===== src/rtl/keypad_pkg.sv =====
// Shared types and the key-code map for the 4x4 matrix keypad scanner.
package keypad_pkg;

  typedef logic [3:0] key_code_t;

  typedef enum logic [1:0] {COL0, COL1, COL2, COL3} scan_state_t;

  localparam key_code_t KEY_STAR = 4'hE;
  localparam key_code_t KEY_HASH = 4'hF;

  // Column 3 is the letter column, so A..D follow the row index directly.
  function automatic key_code_t key_code(input logic [1:0] col_idx, input logic [1:0] row_idx);
    key_code_t code;
    code = '0;
    case (col_idx)
      2'd0: case (row_idx)
        2'd0: code = 4'h1;
        2'd1: code = 4'h4;
        2'd2: code = 4'h7;
        default: code = KEY_STAR;
      endcase
      2'd1: case (row_idx)
        2'd0: code = 4'h2;
        2'd1: code = 4'h5;
        2'd2: code = 4'h8;
        default: code = 4'h0;
      endcase
      2'd2: case (row_idx)
        2'd0: code = 4'h3;
        2'd1: code = 4'h6;
        2'd2: code = 4'h9;
        default: code = KEY_HASH;
      endcase
      default: code = 4'hA + {2'b00, row_idx};
    endcase
    return code;
  endfunction

endpackage


===== src/rtl/keypad_event_fifo.sv =====
// Key-event FIFO with first-word fall-through head and a sticky overflow flag.
module keypad_event_fifo
  import keypad_pkg::*;
#(
  parameter int FIFO_DEPTH = 8
) (
  input  logic      clk,
  input  logic      rst,
  input  logic      push,
  input  key_code_t push_data,
  input  logic      pop,
  input  logic      ovf_clr,
  output key_code_t rd_data,
  output logic      empty,
  output logic      full,
  output logic      overflow
);

  localparam int AW = $clog2(FIFO_DEPTH);

  logic [AW:0] wr_ptr_q, wr_ptr_d, rd_ptr_q, rd_ptr_d;
  logic        overflow_q, overflow_d;
  logic        do_push, do_pop, drop;
  key_code_t   mem_q [FIFO_DEPTH];

  assign empty = (wr_ptr_q == rd_ptr_q);
  assign full  = (wr_ptr_q[AW] != rd_ptr_q[AW]) && (wr_ptr_q[AW-1:0] == rd_ptr_q[AW-1:0]);

  // A pop frees the slot the same cycle, so a push into a full FIFO with a pop is not a drop.
  always_comb begin
    do_pop     = pop && !empty;
    do_push    = push && (!full || do_pop);
    drop       = push && full && !do_pop;
    wr_ptr_d   = do_push ? wr_ptr_q + (AW+1)'(1) : wr_ptr_q;
    rd_ptr_d   = do_pop  ? rd_ptr_q + (AW+1)'(1) : rd_ptr_q;
    overflow_d = drop ? 1'b1 : (ovf_clr ? 1'b0 : overflow_q);
  end

  always_ff @(posedge clk or posedge rst) begin
    if (rst) begin
      wr_ptr_q   <= '0;
      rd_ptr_q   <= '0;
      overflow_q <= 1'b0;
    end else begin
      wr_ptr_q   <= wr_ptr_d;
      rd_ptr_q   <= rd_ptr_d;
      overflow_q <= overflow_d;
    end
  end

  always_ff @(posedge clk or posedge rst) begin
    if (rst) begin
      for (int i = 0; i < FIFO_DEPTH; i++) mem_q[i] <= '0;
    end else if (do_push) begin
      mem_q[wr_ptr_q[AW-1:0]] <= push_data;
    end
  end

  assign rd_data  = empty ? '0 : mem_q[rd_ptr_q[AW-1:0]];
  assign overflow = overflow_q;

endmodule


===== src/rtl/keypad_scan_ctrl.sv =====
// 4x4 keypad scanner: column strobing, pass-level debounce, decode and event queue.
// Optional auto-repeat of a held key is enabled by defining KEYPAD_AUTOREPEAT_EN.
module keypad_scan_ctrl
  import keypad_pkg::*;
#(
  parameter int SCAN_DIV       = 50000,
  parameter int DEBOUNCE_SCANS = 4,
  parameter int FIFO_DEPTH     = 8,
  parameter int REPEAT_DELAY   = 40,
  parameter int REPEAT_RATE    = 8
) (
  input  logic       clk,
  input  logic       rst,
  input  logic [3:0] row,
  output logic [3:0] col,
  input  logic       rd_en,
  output logic [3:0] rd_data,
  output logic       fifo_empty,
  output logic       fifo_full,
  output logic       overflow,
  input  logic       ovf_clr,
  output logic       key_down
);

  localparam int DIV_W  = (SCAN_DIV > 1) ? $clog2(SCAN_DIV) : 1;
  localparam int STAB_W = $clog2(DEBOUNCE_SCANS + 1);
  localparam logic [DIV_W-1:0]  DIV_LAST = DIV_W'(SCAN_DIV - 1);
  localparam logic [STAB_W-1:0] STAB_TGT = STAB_W'(DEBOUNCE_SCANS);

  // An out-of-range configuration shows up as g_bad_params in the elaborated hierarchy.
  if (SCAN_DIV < 2 || DEBOUNCE_SCANS < 1 || FIFO_DEPTH < 2 || REPEAT_DELAY < 1 || REPEAT_RATE < 1) begin : g_bad_params
  end

  scan_state_t       state_q, state_d;
  logic [DIV_W-1:0]  div_cnt_q, div_cnt_d;
  logic [15:0]       raw_q, raw_d, raw_prev_q, raw_prev_d, deb_q, deb_d;
  logic [STAB_W-1:0] stab_cnt_q, stab_cnt_d;
  logic              pass_end, deb_changed, new_single, push;
  key_code_t         push_code;

  assign col = 4'b0001 << state_q;

  // The whole matrix is judged once per pass, when column 3 has just been sampled.
  always_comb begin
    state_d    = state_q;
    div_cnt_d  = div_cnt_q + DIV_W'(1);
    raw_d      = raw_q;
    raw_prev_d = raw_prev_q;
    stab_cnt_d = stab_cnt_q;
    deb_d      = deb_q;
    pass_end   = 1'b0;
    if (div_cnt_q == DIV_LAST) begin
      div_cnt_d = '0;
      raw_d[{state_q, 2'b00} +: 4] = ~row;
      case (state_q)
        COL0:    state_d = COL1;
        COL1:    state_d = COL2;
        COL2:    state_d = COL3;
        default: state_d = COL0;
      endcase
      if (state_q == COL3) begin
        pass_end   = 1'b1;
        raw_prev_d = raw_d;
        if (raw_d == raw_prev_q)
          stab_cnt_d = (stab_cnt_q == STAB_TGT) ? stab_cnt_q : stab_cnt_q + STAB_W'(1);
        else
          stab_cnt_d = STAB_W'(1);
        if (stab_cnt_d == STAB_TGT) deb_d = raw_d;
      end
    end
  end

  always_ff @(posedge clk or posedge rst) begin
    if (rst) begin
      state_q    <= COL0;
      div_cnt_q  <= '0;
      raw_q      <= '0;
      raw_prev_q <= '0;
      stab_cnt_q <= '0;
      deb_q      <= '0;
    end else begin
      state_q    <= state_d;
      div_cnt_q  <= div_cnt_d;
      raw_q      <= raw_d;
      raw_prev_q <= raw_prev_d;
      stab_cnt_q <= stab_cnt_d;
      deb_q      <= deb_d;
    end
  end

  always_comb begin
    deb_changed = (deb_d != deb_q);
    new_single  = ($countones(deb_d) == 1);
    push_code   = '0;
    for (int i = 0; i < 16; i++)
      if (deb_d[i]) push_code = key_code(2'(i / 4), 2'(i % 4));
  end

  assign key_down = ($countones(deb_q) == 1);

`ifdef KEYPAD_AUTOREPEAT_EN
  localparam int REP_MAX = (REPEAT_DELAY > REPEAT_RATE) ? REPEAT_DELAY : REPEAT_RATE;
  localparam int REP_W   = $clog2(REP_MAX + 1);

  logic [REP_W-1:0] rep_cnt_q, rep_cnt_d, rep_next;
  logic             rep_phase_q, rep_phase_d, rep_fire;

  // rep_phase separates the long initial delay from the shorter steady repeat interval.
  always_comb begin
    rep_cnt_d   = rep_cnt_q;
    rep_phase_d = rep_phase_q;
    rep_fire    = 1'b0;
    rep_next    = rep_cnt_q + REP_W'(1);
    if (pass_end) begin
      if (deb_changed) begin
        rep_cnt_d   = '0;
        rep_phase_d = 1'b0;
      end else if (new_single) begin
        if (rep_next == (rep_phase_q ? REP_W'(REPEAT_RATE) : REP_W'(REPEAT_DELAY))) begin
          rep_fire    = 1'b1;
          rep_cnt_d   = '0;
          rep_phase_d = 1'b1;
        end else begin
          rep_cnt_d = rep_next;
        end
      end
    end
  end

  always_ff @(posedge clk or posedge rst) begin
    if (rst) begin
      rep_cnt_q   <= '0;
      rep_phase_q <= 1'b0;
    end else begin
      rep_cnt_q   <= rep_cnt_d;
      rep_phase_q <= rep_phase_d;
    end
  end

  assign push = (pass_end && deb_changed && new_single) || rep_fire;
`else
  assign push = pass_end && deb_changed && new_single;
`endif

  keypad_event_fifo #(.FIFO_DEPTH(FIFO_DEPTH)) u_fifo (
    .clk      (clk),
    .rst      (rst),
    .push     (push),
    .push_data(push_code),
    .pop      (rd_en),
    .ovf_clr  (ovf_clr),
    .rd_data  (rd_data),
    .empty    (fifo_empty),
    .full     (fifo_full),
    .overflow (overflow)
  );

endmodule

===== config.mk =====
export PLATFORM = sky130hd
export DESIGN_NAME = keypad_scan_ctrl
export DESIGN_NICKNAME = d
export VERILOG_FILES = /design/src/rtl/keypad_pkg.sv /design/src/rtl/keypad_event_fifo.sv /design/src/rtl/keypad_scan_ctrl.sv
export SDC_FILE = /design/constraint.sdc
export NUM_CORES = 1
export LEC_CHECK = 0
export ABC_AREA = 1
export CORE_ASPECT_RATIO = 0.75
export CORE_UTILIZATION = 30
export DETAILED_ROUTE_END_ITERATION = 6
export HOLD_SLACK_MARGIN = 0.02
export SLEW_MARGIN = 20
export SYNTH_ARGS = -nofsm -noshare
export SYNTH_HDL_FRONTEND = slang
export SYNTH_SLANG_ARGS = --single-unit

===== constraint.sdc =====
create_clock -name clk -period 6.3 [get_ports clk]
set_input_delay 0.945 -clock clk [delete_from_list [all_inputs] [get_ports clk]]
set_output_delay 0.945 -clock clk [all_outputs]
set_load 0.01 [all_outputs]

Word level (Yosys, flattened, before mapping):

Cells that the tools add are included.

* output and inout port bits: 12
* input port bits: 8
* register bits after elaboration: 110
* word-level logic and storage cells: 126

* add/subtract/negate cells: 35
* mux-type cells: 37
* shifts and indexed selects: 3
* bitwise gates (word level): 3
* magnitude comparators: 3
* reductions and logical operators: 15
* equality and inequality tests: 13

Operator list (number)
* $mux 4: 19
* $mux 16: 4
* $add 1x1->2: 16
* $bwmux 32: 1
* $add 2x2->3: 8
* $add 16x1->16 const B: 1
* $add 3x3->4: 4
* $bwmux 16: 1
* $eq 16x16->1: 1
* $eq 16x16->1 const B: 1
* $ne 16x16->1: 1
* $shift 4x6->16 const A: 1
* $shiftx 4x6->16: 1
* $bmux 4 s3: 1
* $demux 4 s3: 1
* $mux 3: 4
* $add 4x4->5: 2
* $eq 5x1->1 const B: 2
* $add 4x1->4 const B: 2
* $ge 4x4->1 const B: 2
* $logic_and 1x1->1: 8
* $not 3->4: 2
* $eq 3x3->1 const B: 2
* $neg 4->6: 1
* 16 further kinds: 23

Logic depth before layout (Yosys ltp):

Gate-level depths: netlist of run 1.

* depth in word-level cells: 28
* depth in mapped cells: 34
* depth with buffers taken out: 34

Cells and area by module:

Synthesis of run 1 repeated with hierarchy kept, for this count alone.

* cells, all modules: 934
* area, all modules: 7064.3 um^2

By module, submodules not included
* keypad_scan_ctrl: cells an instance 652, sequential area each 1726.7 um^2, times used 1, area each 4849.7 um^2
* keypad_event_fifo: cells an instance 282, sequential area each 1026.0 um^2, times used 1, area each 2214.6 um^2

Worst setup path after synthesis of run 1:

No wires, ideal clock.

* path type: reg2reg
* start point: register state_q[0]
* end point: register u_fifo.mem_q[1] (netlist bit)
* library setup time: 0.123 ns
* clock period less this slack: 6.138 ns
* arrival time: 6.015 ns
* path slack: 0.162 ns
* stages on the path, launching flop included: 31
* path through: dfrtp_1 -> inv_1 -> ha_1 -> nor2_1 -> nand3_1 -> nand2_1 -> nand2_1 -> nand2_1 -> nand2_1 -> inv_1 -> nand2_1 -> nor2_2 -> nand4_4 -> clkinv_4 -> nand2_1 -> o21ai_0 -> inv_1 -> fa_1 -> inv_1 -> fa_1 -> fa_1 -> inv_1 -> fa_1 -> ha_1 -> fa_1 -> nor4b_1 -> o211ai_1 -> clkinv_1 -> nand3_4 -> o21ai_0 -> nand2_1

* elaborated cells on any way between the ends: 50
* those cells by class: add/sub (16); eq/ne (5); shift (2); mux (24); reduce/logical (3)

RTL lines
* start, declared: RTL line keypad_scan_ctrl.sv:34 `scan_state_t state_q, state_d;`
* start signal, assigned: RTL line keypad_scan_ctrl.sv:82 `state_q <= state_d;`
* $neg 4->6: RTL line keypad_scan_ctrl.sv:54 `raw_d[{state_q, 2'b00} +: 4] = ~row;`
* $shiftx 4x6->16 / $shift 4x6->16 (equally long branches): RTL line keypad_scan_ctrl.sv:54
* $bwmux 16: RTL line keypad_scan_ctrl.sv:54
* $eq 16x16->1: RTL line keypad_scan_ctrl.sv:64 `if (raw_d == raw_prev_q)`
* $mux 3: RTL line keypad_scan_ctrl.sv:64
* $mux 3: RTL line keypad_scan_ctrl.sv:61 `if (state_q == COL3) begin`
* $mux 3: RTL line keypad_scan_ctrl.sv:52 `if (div_cnt_q == DIV_LAST) begin`
* $eq 3x3->1: RTL line keypad_scan_ctrl.sv:68 `if (stab_cnt_d == STAB_TGT) deb_d = raw_d;`
* $mux 16: RTL line keypad_scan_ctrl.sv:68
* $mux 16 *: RTL line keypad_scan_ctrl.sv:61
* $mux 16 *: RTL line keypad_scan_ctrl.sv:52
* via deb_d[9]: RTL line keypad_scan_ctrl.sv:36 `logic [15:0] raw_q, raw_d, raw_prev_q, raw_prev_d, deb_q, deb_d;`
* branches (longest 8 deep; another with $add 4x4->5)
* end signal, assigned by index: RTL line keypad_event_fifo.sv:55 `mem_q[wr_ptr_q[AW-1:0]] <= push_data;`
* end, declared: RTL line keypad_event_fifo.sv:24 `key_code_t mem_q [FIFO_DEPTH];`

Mark *: on every way through the listed nets, which the timed path passes. The select of a mux whose other input is x is not followed.
A chain may end at the register's enable or synchronous reset.

Final worst setup path of run 1:

* start point: register state_q[0]
* end point: register u_fifo.mem_q[7] (netlist bit)

* longest elaborated chain between the ends: 26
* elaborated cells on any way between the ends: 50
* those cells by class: add/sub (16); eq/ne (5); shift (2); mux (24); reduce/logical (3)

Ends and longest elaborated chain
* branches (longest 26 deep; another with $neg 4->6)

Parallel ways; which one is timed is not known. The select of a mux whose other input is x is not followed.

==> qor.yml, run 1 <==
clkSlewWorstSetupHoldPaths_ns: 0.07
synth_top_area_frac: 0.390
synth_fp_nets: 986
p_leak_nw: 4.52
ys_seq_area_frac: 0.390
avgSynthCellArea_sq_um: 7.55
startpoint_type: "flip-flop"
die_y_um: 135
diodes: 0
n_fill_cell: 2367
critical_path_required_ns: 6.60
power.density_nw_per_um2: 192
yosys-top-cells-count: "nand2_1 (284), inv_1 (127), dfrtp_1 (110)"
register_area_sq_um: 2750
status: "finished clean"
crit_cells: 30
drc: 0
cp_max_fo: 7
synth.cell_area_sq_um: 7050
multi_input_area_sq_um: 3990
r2r-start: "state_q[0]"
cp-end-kind: "flip-flop"
cts_buffers: 9
setup_viol: 0
cts_root_buffer: "clkbuf_16"
grt_util_all_layers: 0.157
rrSetupSlack_ns: 0.22
yosysTopAreaCell: "dfrtp_1"
maxCapViolCount: 0
crit_type: "flip-flop to flip-flop"
path_buf_inv: 7
cts_tree: "yes"
cts_buffer_depth: 2
fp.dieArea_sq_um: 24100
core_area_sq_um: 23100
io_buffers: 19
slew_headroom: 0.282
drive_above_1_share: 0.182
crit_end: "u_fifo.mem_q[7]"
wl_um: 17600
reg2reg_to: "u_fifo.mem_q[7]"
fin_crit_sh: 0.965
firstDrtPassIters: 6
drtIter0Drc: 494
synth.ff_latch_count: 110
row_count: 48
synthTopCellsByArea: "dfrtp_1 (39%), nand2_1 (15%), inv_1 (6.8%)"
min-delay-path-class: "flip-flop to flip-flop"
cp.arrival_ns: 6.38
hold_violations: 0
ir_drop_mv: 0.127
via_per_inst: 4.62
drt-wirelength-per-cell_um: 13.4
syn_inst: 934
synth_flop_cell: "dfrtp_1"
dr_total_vias: 6077
drv_slew: 0
min_period_ns: 6.08
syn2layout_area_growth_pct: 24.1
grt_pass1_vias: 5723
async_reset_ff_frac: 1.00
synth.most_common_cell: "nand2_1"
grt-ovfl-total: 0
placedCellCount: 1290
critPathTopFamily: "adder cells"
ant_nets: 0
num_io_pins: 20
die_x_um: 179
clock_skew_ns: 0.0141
synth_edf_count: 0
cpPeakStageDelay_ns: 0.49
synth_cell_types: 43
worst_pin_slew_ns: 1.08
nNetsFinal: 1064
fin_hold_ws_ns: 0.465
yosys_warnings: 0
rsz0062_at_grt: "yes"
clock_sinks: 110
clk_latency_ns: 0.36
grt_pass1_wl_um: 29600
antenna_found_initial: 0
grt_max_degree: 67
crit_start: "state_q[0]"
start_util: 0.306
dp_hpwl_um: 13000
gp_congestion: 0.832
fmax_ghz: 0.165
reg2reg_depth: 30
final-instance-count-excl-fill: 1315
critical_path.slowest_cell: "fa_1"
crit_top_cell: "nand2_1"
htreeDepth: 3
placed cells by master, fill, tap and decap left out, types with 5 or more instances in the layout:
cell             instances
nand4_1                  5
nor2_1                  96
nor2_2                   6
dfrtp_1                110
nor2_4                  10
o21ai_1                  6
buf_4                   54
o21ai_2                 12
a21oi_1                 21
nand2_1                272
nand2_2                 20
nor3_1                   7
nand3_4                  8
fa_1                    19
a31oi_1                 12
inv_4                    5
inv_2                   14
clkdlybuf4s50_1         15
ha_1                    19
nand3_2                 11
inv_1                  121
nand3_1                 32
clkbuf_16               10
o21ai_0                 51
nand4_4                  8
nand3b_1                 5
o22ai_1                  5
xor2_1                  16
layout make-up:
cell class | instances | share of cell area
repair buffers | 82 | 0.0848
inverters | 145 | 0.0649
well taps | 300 | 0.0429
clock buffers | 11 | 0.0289
clock inverters | 3 | 0.00786
multi-input cells | 664 | 0.456
flip-flops and latches | 110 | 0.315
metal layers:
| metal | GRT usage | up-vias | routed length [um] |
|---|---|---|---|
| li1 | - | 3080 | - |
| met1 | 0.245 | 2874 | 9240 |
| met2 | 0.220 | 114 | 7350 |
| met3 | 0.0338 | 9 | 902 |
| met4 | 0.0311 | 0 | 138 |
| met5 | 0 | - | 0 |
logic make-up (layout without fill, tap and decap cells):
logic type | count (synthesis) | count (layout) | synth area share
adders and majority gates | 44 | 44 | 0.0993
xor gates and xnor gates | 18 | 18 | 0.0224
and+or+nand+nor | 489 | 490 | 0.308
buffers and inverters | 161 | 241 | 0.0894
AOI/OAI and AO/OA | 111 | 111 | 0.0894
DFF | 110 | 110 | 0.390
muxes | 1 | 1 | 0.00142
state kept, by name, summed over array words and instances, names as in the netlist:
register         count
deb_q               16
div_cnt_q           16
raw_prev_q          16
raw_q               16
stab_cnt_q           3
state_q              2
u_fifo.mem_q        32
u_fifo.overflow      1
u_fifo.rd_ptr_q      4
u_fifo.wr_ptr_q      4
what timing repair did:
item	in CTS	in global routing
gates resized for setup	35	56
gates cloned	2	0
hold buffers	0	0
setup buffers	1	8
setup endpoints to repair	37	37
pin swaps	11	21
how the worst min path moves through the flow:
stage,from,cells after the start,end
4_1_cts,div_cnt_q[0],1,div_cnt_q[0]
3_5_place_dp,div_cnt_q[0],1,div_cnt_q[0]
3_3_place_gp,div_cnt_q[0],1,div_cnt_q[0]
6_report,div_cnt_q[0],1,div_cnt_q[0]
2_1_floorplan,div_cnt_q[0],1,div_cnt_q[0]
5_1_grt,u_fifo.mem_q[17],2,u_fifo.mem_q[17]
per-stage QoR:
step	power, mW	worst slack, ns	cell area [sq um]	util	setup TNS [ns]
after detailed placement	1.06	-0.661	7980	0.346	-21.74
after floorplan	0.946	0.162	7050	-	0
after global routing	1.77	-0.125	8750	0.380	-2.97
after global placement	1.06	-0.495	7980	0.346	-16.80
final	1.68	0.223	8750	0.380	0
after CTS	1.70	0.0473	8460	0.367	0
where the power goes:
part | switching [mW] | leakage (nW) | internal, mW | total, mW
clock | 0.264 | 0.158 | 0.367 | 0.630
sequential | 0.0351 | 1.28 | 0.719 | 0.754
combinational | 0.175 | 3.08 | 0.125 | 0.300
(Power assumes the default switching activity.)
==> run 2: changes to the inputs <==
--- a/config.mk
+++ b/config.mk
@@ -10,6 +10,7 @@
 export CORE_UTILIZATION = 30
 export DETAILED_ROUTE_END_ITERATION = 6
 export HOLD_SLACK_MARGIN = 0.02
+export PLACE_DENSITY = 0.52
 export SLEW_MARGIN = 20
 export SYNTH_ARGS = -nofsm -noshare
 export SYNTH_HDL_FRONTEND = slang
==> qor.yml, run 2 (synthesis gave the netlist of run 1 again) <==
largest_reg_flops: 32
setup_viol: 0
path_buf_inv: 8
power.density_nw_per_um2: 188
row_count: 48
cts_root_buffer: "clkbuf_16"
cp-end-kind: "flip-flop"
nNetsFinal: 1073
drv_slew: 0
final_cell_mix: "nand2_1 (271), inv_1 (121), dfrtp_1 (110)"
cpPeakStageDelay_ns: 0.53
drc: 0
regMostFlops: "u_fifo.mem_q"
reg2reg_to: "u_fifo.mem_q[1]"
grt_pass1_wl_um: 29700
final_area_sq_um: 8740
firstDrtPassIters: 5
critical_path.slowest_cell: "fa_1"
worst_pin_slew_ns: 1.01
io_buffers: 19
clock_sinks: 110
die_x_um: 179
critPathTopFamily: "adder cells"
dr_total_vias: 5962
htreeDepth: 3
p_leak_nw: 4.55
crit_type: "flip-flop to flip-flop"
layout_commonest_cell: "nand2_1"
wl_um: 17700
cts_tree: "yes"
clk_latency_ns: 0.36
cp_max_fo: 5
clkSlewWorstSetupHoldPaths_ns: 0.08
hold_path.startpoint: "div_cnt_q[0]"
core_area_sq_um: 23100
via_per_inst: 4.50
fmax_ghz: 0.162
cts_buffer_depth: 2
gp_congestion: 0.829
min-delay-path-class: "flip-flop to flip-flop"
slew_headroom: 0.326
grt-ovfl-total: 0
rsz0062_at_grt: "yes"
drt-wirelength-per-cell_um: 13.4
start_util: 0.306
placed_cell_area_sq_um: 8010
rrSetupSlack_ns: 0.11
crit_top_cell: "nand2_1"
min_period_ns: 6.19
status: "finished clean"
clock_skew_ns: 0.0171
drtIter0Drc: 349
ant_nets: 0
min_path_cells: 1
die_y_um: 135
drive_above_1_share: 0.188
cp.arrival_ns: 6.49
hold_violations: 0
grt_pass1_vias: 5508
power_mw: 1.65
fp.dieArea_sq_um: 24100
diodes: 0
crit_cells: 32
maxCapViolCount: 0
worst_hold_path.endpoint: "div_cnt_q[0]"
num_io_pins: 20
n_fill_cell: 2384
placedCellCount: 1294
reg2reg_depth: 32
critical_path_required_ns: 6.60
ir_drop_mv: 0.124
antenna_found_initial: 0
startpoint_type: "flip-flop"
r2r-start: "state_q[0]"
grt_max_degree: 57
fin_crit_sh: 0.983
final-instance-count-excl-fill: 1326
utilization: 0.379
cts_buffers: 9
tns_ns: 0
syn2layout_area_growth_pct: 23.9
dp_hpwl_um: 13200
grt_util_all_layers: 0.159
run 2: worst max-delay path by stage:
stage | from | end | slack [ns]
after floorplan | state_q[0] | u_fifo.mem_q[1] | 0.16
final | state_q[0] | u_fifo.mem_q[1] | 0.11
after global placement | row[1] | u_fifo.mem_q[17] | -0.54
after CTS | state_q[1] | u_fifo.mem_q[15] | 0.0007
after global routing | state_q[0] | u_fifo.mem_q[27] | -0.24
after detailed placement | row[3] | u_fifo.mem_q[3] | -0.61
run 2: layout make-up:
class / count / area [sq um] / area share
clock buffer: 11 / 253 / 0.0289
clock inverter: 5 / 51.3 / 0.00587
inverter: 145 / 559 / 0.0640
multi-input combinational: 664 / 3950 / 0.452
sequential: 110 / 2750 / 0.315
tap: 300 / 375 / 0.0429
timing repair buffer: 91 / 802 / 0.0918
run 2: through the flow:
| stage | setup WS, ns | hold slack [ns] |
|---|---|---|
| 5_1_grt | -0.244 | 0.489 |
| 6_report | 0.108 | 0.463 |
| 3_3_place_gp | -0.540 | 0.456 |
| 2_1_floorplan | 0.162 | 0.433 |
| 3_5_place_dp | -0.611 | 0.456 |
| 4_1_cts | 0.000682 | 0.467 |
run 2: report_power, final:
group	leakage, nW	internal [mW]	switching [mW]
clock network	0.150	0.299	0.289
logic	3.12	0.127	0.179
registers	1.28	0.719	0.0345
run 2: layer usage:
| layer | GRT usage | part of all wire | vias to the layer above | wire, um |
|---|---|---|---|---|
| li1 | - | - | 3108 | - |
| met1 | 0.260 | 0.57 | 2739 | 10100 |
| met2 | 0.211 | 0.39 | 104 | 6910 |
| met3 | 0.0267 | 0.034 | 11 | 596 |
| met4 | 0.0372 | 0.0090 | 0 | 160 |
| met5 | 0 | 0 | - | 0 |
run 2: repair_timing:
item / CTS / global route
hold buffers: 0 / 0
pin swaps: 3 / 19
setup buffers: 3 / 12
gates cloned: 2 / 0
endpoints found under the setup margin: 36 / 37
resized for setup: 20 / 56
==> run 3: changes to the inputs <==
--- a/config.mk
+++ b/config.mk
@@ -6,6 +6,7 @@
 export NUM_CORES = 1
 export LEC_CHECK = 0
 export ABC_AREA = 1
+export ABC_CLOCK_PERIOD_IN_PS = 6300
 export CORE_ASPECT_RATIO = 0.75
 export CORE_UTILIZATION = 30
 export DETAILED_ROUTE_END_ITERATION = 6
==> results of run 3 <==
Same layout as run 2: the final DEF is identical, and so are final timing and power.
